File: src/rtl/hazard_ctrl.sv
// hazard_ctrl: load-use/data hazard stall and branch fetch-hold controller
// for a 5-stage in-order core without forwarding or branch prediction.
// Control outputs are combinational from the registered FSM state and the
// current pipeline inputs; state, wait counter, perf counters and the
// timeout flag are registered.
module hazard_ctrl #(
  parameter int PC_W     = 8,
  parameter int CNT_W    = 16,
  parameter int MAX_WAIT = 4
) (
  input  logic             clk,
  input  logic             rst_n,
  input  logic             id_valid_i,
  input  logic [6:0]       id_opcode_i,
  input  logic [4:0]       id_rs1_i,
  input  logic [4:0]       id_rs2_i,
  input  logic [4:0]       ex_rd_i,
  input  logic             ex_regwrite_i,
  input  logic [4:0]       mem_rd_i,
  input  logic             mem_regwrite_i,
  input  logic             br_resolved_i,
  input  logic             br_taken_i,
  input  logic [PC_W-1:0]  br_target_i,
  output logic             pc_we_o,
  output logic             pc_sel_o,
  output logic [PC_W-1:0]  pc_target_o,
  output logic             ifid_we_o,
  output logic             ifid_flush_o,
  output logic             idex_bubble_o,
  output logic             timeout_err_o,
  output logic [CNT_W-1:0] stall_count_o,
  output logic [CNT_W-1:0] redirect_count_o,
  output logic [1:0]       state_o
);

  localparam logic [1:0] ST_RUN     = 2'b00;
  localparam logic [1:0] ST_BR_WAIT = 2'b01;

  localparam logic [6:0] OP_R  = 7'b0110011;
  localparam logic [6:0] OP_B  = 7'b1100011;
  localparam logic [6:0] OP_S  = 7'b0100011;
  localparam logic [6:0] OP_I  = 7'b0010011;
  localparam logic [6:0] OP_LW = 7'b0000011;
  localparam logic [6:0] OP_J  = 7'b1101111;

  localparam int                WC_W      = $clog2(MAX_WAIT);
  localparam logic [WC_W-1:0]   WAIT_LAST = WC_W'(MAX_WAIT - 1);
  localparam logic [CNT_W-1:0]  CNT_MAX   = {CNT_W{1'b1}};

  logic [1:0]       state_q, state_d;
  logic [WC_W-1:0]  wait_q, wait_d;
  logic [CNT_W-1:0] stall_q, stall_d;
  logic [CNT_W-1:0] redir_q, redir_d;
  logic             tout_q, tout_d;
  logic             hazard_s;

  // Register-file sources read by each instruction class.
  function automatic logic uses_rs1(input logic [6:0] op);
    return (op == OP_R) || (op == OP_B) || (op == OP_S) ||
           (op == OP_I) || (op == OP_LW);
  endfunction

  function automatic logic uses_rs2(input logic [6:0] op);
    return (op == OP_R) || (op == OP_B) || (op == OP_S);
  endfunction

  // A source conflicts if an in-flight EX or MEM writer targets it; x0 never does.
  function automatic logic src_conflict(input logic [4:0] rs, input logic [4:0] exrd,
                                        input logic exw, input logic [4:0] memrd,
                                        input logic memw);
    return (rs != 5'd0) && ((exw && (rs == exrd)) || (memw && (rs == memrd)));
  endfunction

  // Data hazard detection for the instruction currently in ID.
  always_comb begin
    hazard_s = id_valid_i &&
               ((uses_rs1(id_opcode_i) &&
                 src_conflict(id_rs1_i, ex_rd_i, ex_regwrite_i, mem_rd_i, mem_regwrite_i)) ||
                (uses_rs2(id_opcode_i) &&
                 src_conflict(id_rs2_i, ex_rd_i, ex_regwrite_i, mem_rd_i, mem_regwrite_i)));
  end

  // Control outputs and next-state selection.
  always_comb begin
    state_d       = ST_RUN;
    wait_d        = '0;
    tout_d        = tout_q;
    pc_we_o       = 1'b0;
    pc_sel_o      = 1'b0;
    pc_target_o   = '0;
    ifid_we_o     = 1'b0;
    ifid_flush_o  = 1'b0;
    idex_bubble_o = 1'b0;
    case (state_q)
      ST_RUN: begin
        if (hazard_s) begin
          idex_bubble_o = 1'b1;
          state_d       = ST_RUN;
        end else if (id_valid_i && ((id_opcode_i == OP_B) || (id_opcode_i == OP_J))) begin
          // Branch moves to EX; hold the PC and squash the wrong-path fetch.
          ifid_we_o    = 1'b1;
          ifid_flush_o = 1'b1;
          state_d      = ST_BR_WAIT;
        end else begin
          pc_we_o   = 1'b1;
          ifid_we_o = 1'b1;
          state_d   = ST_RUN;
        end
      end
      ST_BR_WAIT: begin
        ifid_we_o    = 1'b1;
        ifid_flush_o = 1'b1;
        pc_target_o  = br_target_i;
        if (br_resolved_i) begin
          pc_we_o  = 1'b1;
          pc_sel_o = br_taken_i;
          state_d  = ST_RUN;
        end else if (wait_q == WAIT_LAST) begin
          // Resolution never arrived: fall through sequentially and flag it.
          pc_we_o = 1'b1;
          tout_d  = 1'b1;
          state_d = ST_RUN;
        end else begin
          wait_d  = wait_q + WC_W'(1);
          state_d = ST_BR_WAIT;
        end
      end
      default: begin
        state_d = ST_RUN;
      end
    endcase
  end

  // Saturating performance counter updates.
  always_comb begin
    stall_d = stall_q;
    redir_d = redir_q;
    if ((idex_bubble_o || (state_q == ST_BR_WAIT)) && (stall_q != CNT_MAX)) begin
      stall_d = stall_q + CNT_W'(1);
    end else begin
      stall_d = stall_q;
    end
    if ((state_q == ST_BR_WAIT) && br_resolved_i && br_taken_i && (redir_q != CNT_MAX)) begin
      redir_d = redir_q + CNT_W'(1);
    end else begin
      redir_d = redir_q;
    end
  end

  // State, wait counter, perf counters and sticky timeout flag.
  always_ff @(posedge clk or negedge rst_n) begin
    if (!rst_n) begin
      state_q <= ST_RUN;
      wait_q  <= '0;
      stall_q <= '0;
      redir_q <= '0;
      tout_q  <= 1'b0;
    end else begin
      state_q <= state_d;
      wait_q  <= wait_d;
      stall_q <= stall_d;
      redir_q <= redir_d;
      tout_q  <= tout_d;
    end
  end

  assign timeout_err_o    = tout_q;
  assign stall_count_o    = stall_q;
  assign redirect_count_o = redir_q;
  assign state_o          = state_q;

endmodule

File: config.mk
export PLATFORM = sky130hd
export DESIGN_NAME = hazard_ctrl
export DESIGN_NICKNAME = d
export VERILOG_FILES = /design/src/rtl/hazard_ctrl.sv
export SDC_FILE = /design/constraint.sdc
export NUM_CORES = 1
export LEC_CHECK = 0
export CAP_MARGIN = 20
export CELL_PAD_IN_SITES_DETAIL_PLACEMENT = 1
export CELL_PAD_IN_SITES_GLOBAL_PLACEMENT = 2
export CORE_AREA = 8 8 98 100
export CTS_CLUSTER_SIZE = 30
export DETAILED_ROUTE_END_ITERATION = 8
export DIE_AREA = 0 0 106 108
export PLACE_DENSITY = 0.8
export REMOVE_ABC_BUFFERS = 1
export SETUP_SLACK_MARGIN = 0.3
export SYNTH_ARGS = -nofsm -noshare
export SYNTH_HDL_FRONTEND = slang
export SYNTH_SLANG_ARGS = --single-unit
File: constraint.sdc
create_clock -name clk -period 3.9 [get_ports clk]
set_input_delay 0.585 -clock clk [delete_from_list [all_inputs] [get_ports clk]]
set_output_delay 0.585 -clock clk [all_outputs]
set_load 0.01 [all_outputs]
==> results.tsv <==
metric	value	unit
status	finished clean	
Die Area	0.0114	mm2
Starting Density	26.1	%
post-DR wirelength/cell	15.9	um
Power Density	262	mW/mm2
Synth cell types	38	
max-cap violation count	0	
minimum clock period	3.42	ns
clk sinks	36	
Cell Chain, Critical Path	clkdlybuf4s50_1, or4_1, o211ai_2, nor2_1, a22oi_2, nand2_1, nand2b_1, clkdlybuf4s50_1	
Max VDD drop	0.256	mV
f_max	0.293	GHz
Final period util	87.6	%
Mapped Cells	210	
final worst setup slack	0.483	ns
clk buf depth	2	
crit path launch type	input pin	
register bit total from synthesis	36	
Layout Cells excl Fill	405	
routed vias/inst	4.68	
Setup-failing EPs final	0	
placed cell area	0.00307	mm2
DR pass1 iterations	4	
Max Slew Vio Count	0	
Crit Path Max Fanout	3	
CTS clock-pin slew for the worst setup and hold paths	0.07	ns
setup_tns	0	ns
core area	0.00805	mm2
CTS tree	built	
initial antenna violation count	0	
max incr delay on CP	0.58	ns
Nets	344	
Data required, critical path	3.31	ns
GP Congestion	0.745	
# port buffers	88	
Hold WC Path Type	in -> async	
layout filler cell count	897	
most frequent cells in the layout	clkdlybuf4s50_1 (86), dfrtp_1 (36), xnor2_1 (31), nand4_1 (19), xor2_1 (18)	
first-pass GRT wire length	10800	um
# DRC	0	
Inst Count DP	397	
num rows	33	
H-tree levels	2	
most common cell after layout, fill and taps aside	clkdlybuf4s50_1	
IO Count	90	
final core area utilization	39.4	%
finished layout cell area	0.00318	mm2
diodes inserted	0	
final WL	6430	um
sequential cell area fraction in the yosys report	42.9	%
Syn Area/Cell	10.0	um2
Cell Area, Synth	0.00210	mm2
layout cells sized above 1	4.67	%
Least-Margin Pin Slew	0.811	ns
Lkg Pwr	1.32	nW
Data arrival, critical path	2.83	ns
Post-DP HPWL	5070	um
antenna viol nets, final	0	
CTS Buf Count	5	
Slew HR	45.9	%
Crit path top cell by count	clkdlybuf4s50_1	
largest net degree at the start of global routing	37	
crit end category	output port	
Synth-to-Final Area Change	51.1	%
Root Driver	clkbuf_8	
grt total ovfl	0	
die width	106	um
Initial DRC Count	39	
CP Class	in -> out	
overall routing resource usage	11.5	%
RSZ-0062 raised after global routing	false	
YS warnings	0	
final hold vios	0	
clock skew	0.00704	ns
Vias	1895	
slowest stage cell, crit path	or4_1	
Die Span Y	108	um
clk_lat worst skew	0.28	ns
vias in the first global route	2074	
Post-Place Setup Slack	0.333	ns
-- registers in the layout, summed over array words and instances, names as in the netlist --
register          cells
stall_count_o        16
redirect_count_o     16
wait_q                2
timeout_err_o         1
state_o               1
-- what timing repair did --
action | in CTS | in global routing
endpoints found under the setup margin | 0 | 3
resized for setup | 0 | 2
hold buffers | 0 | 0
buffers inserted | 0 | 0
-- power breakdown --
part	switching [mW]	leakage, nW	internal, mW
Combinational	0.0589	0.777	0.0900
Sequential	0.0220	0.500	0.387
Clock	0.132	0.0445	0.144
-- final timing paths --
check / startpoint / to / slack, ns / depth (start not counted)
min: rst_n / stall_count_o[15]$_DFFE_PN0P_ / 0.39 / 1
max reg2reg: stall_count_o[6]$_DFFE_PN0P_ / stall_count_o[1]$_DFFE_PN0P_ / 1.65 / 6
max: id_rs2_i[1] / ifid_flush_o / 0.48 / 8
max in group asynchronous: rst_n / wait_q[0]$_DFF_PN0_ / 2.99 / 1
min in group clk: wait_q[0]$_DFF_PN0_ / wait_q[0]$_DFF_PN0_ / 0.45 / 1
min reg2reg: wait_q[0]$_DFF_PN0_ / wait_q[0]$_DFF_PN0_ / 0.45 / 1
-- synthesized netlist by cell type --
library cell  count  area (um2)
inv_1             4        15.0
conb_1            1        3.75
and4_1            5        43.8
nor2_1           12        45.0
nand3b_1          1        7.51
nor2_2            1        6.26
clkbuf_1          3        11.3
xnor2_1          31         272
a31o_2            1        8.76
buf_4             1        7.51
nor2b_1           1        6.26
or4_1             2        15.0
nand2_1          17        63.8
nor4_1            5        31.3
o211ai_2          1        12.5
nor4b_1           2        17.5
o21ai_0           3        15.0
buf_6             1        11.3
dfrtp_1          36         901
nor3b_1           1        7.51
a221oi_4          1        26.3
or4b_1            1        10.0
buf_2             1        5.00
nand2b_1          2        12.5
o22ai_1           3        18.8
o21a_1            1        7.51
and2_1           11        68.8
mux2_1            2        22.5
nor3_1            3        15.0
or3_1             1        6.26
and3_1            6        37.5
ha_1              3        37.5
xor2_1           18         158
mux2_2            1        11.3
o21bai_1          1        7.51
nand4_1          19         119
a22oi_1           1        7.51
nand3_1           6        30.0
-- metrics by stage --
step	hold WS (ns)	power, mW
6_report	0.389	0.834
5_1_grt	0.456	0.885
4_1_cts	0.429	0.855
3_5_place_dp	0.442	0.567
3_3_place_gp	0.431	0.563
2_1_floorplan	0.289	0.463
-- critical path: cells and delay by family --
family / cells / cell delay (ns)
buffers and inverters: 2 / 1.03
AND/OR/NAND/NOR: 4 / 0.86
AO/OA/AOI/OAI: 2 / 0.36
-- per-layer routing --
layer | global-route usage [%] | routed length (um)
met1 | 15.1 | 3120
met2 | 18.2 | 2970
met3 | 3.27 | 306
met4 | 3.02 | 41
met5 | 0 | 0
-- final cells by class --
cell class	count	area, um2	share of cell area, %
multi-input cells	164	1160	36.4
flip-flops and latches	36	901	28.4
repair buffers	88	878	27.7
well taps	105	131	4.14
clock buffers	7	86.3	2.72
inverters	4	15.0	0.473
clock inverters	1	7.51	0.236
-- cells by family (layout without fill, tap and decap cells) --
logic type,Yosys count,after routing,synth area share (%)
multiplexers,3,3,1.61
AND/OR/NAND/NOR,96,96,25.8
adder cells (fa/ha/maj),3,3,1.79
AO/OA/AOI/OAI,12,12,4.94
buffers and inverters,10,100,2.38
other,1,1,0.178
flip-flops,36,36,42.9
XOR/XNOR,49,49,20.4
Note: power is estimated with default switching activity, not from simulation.
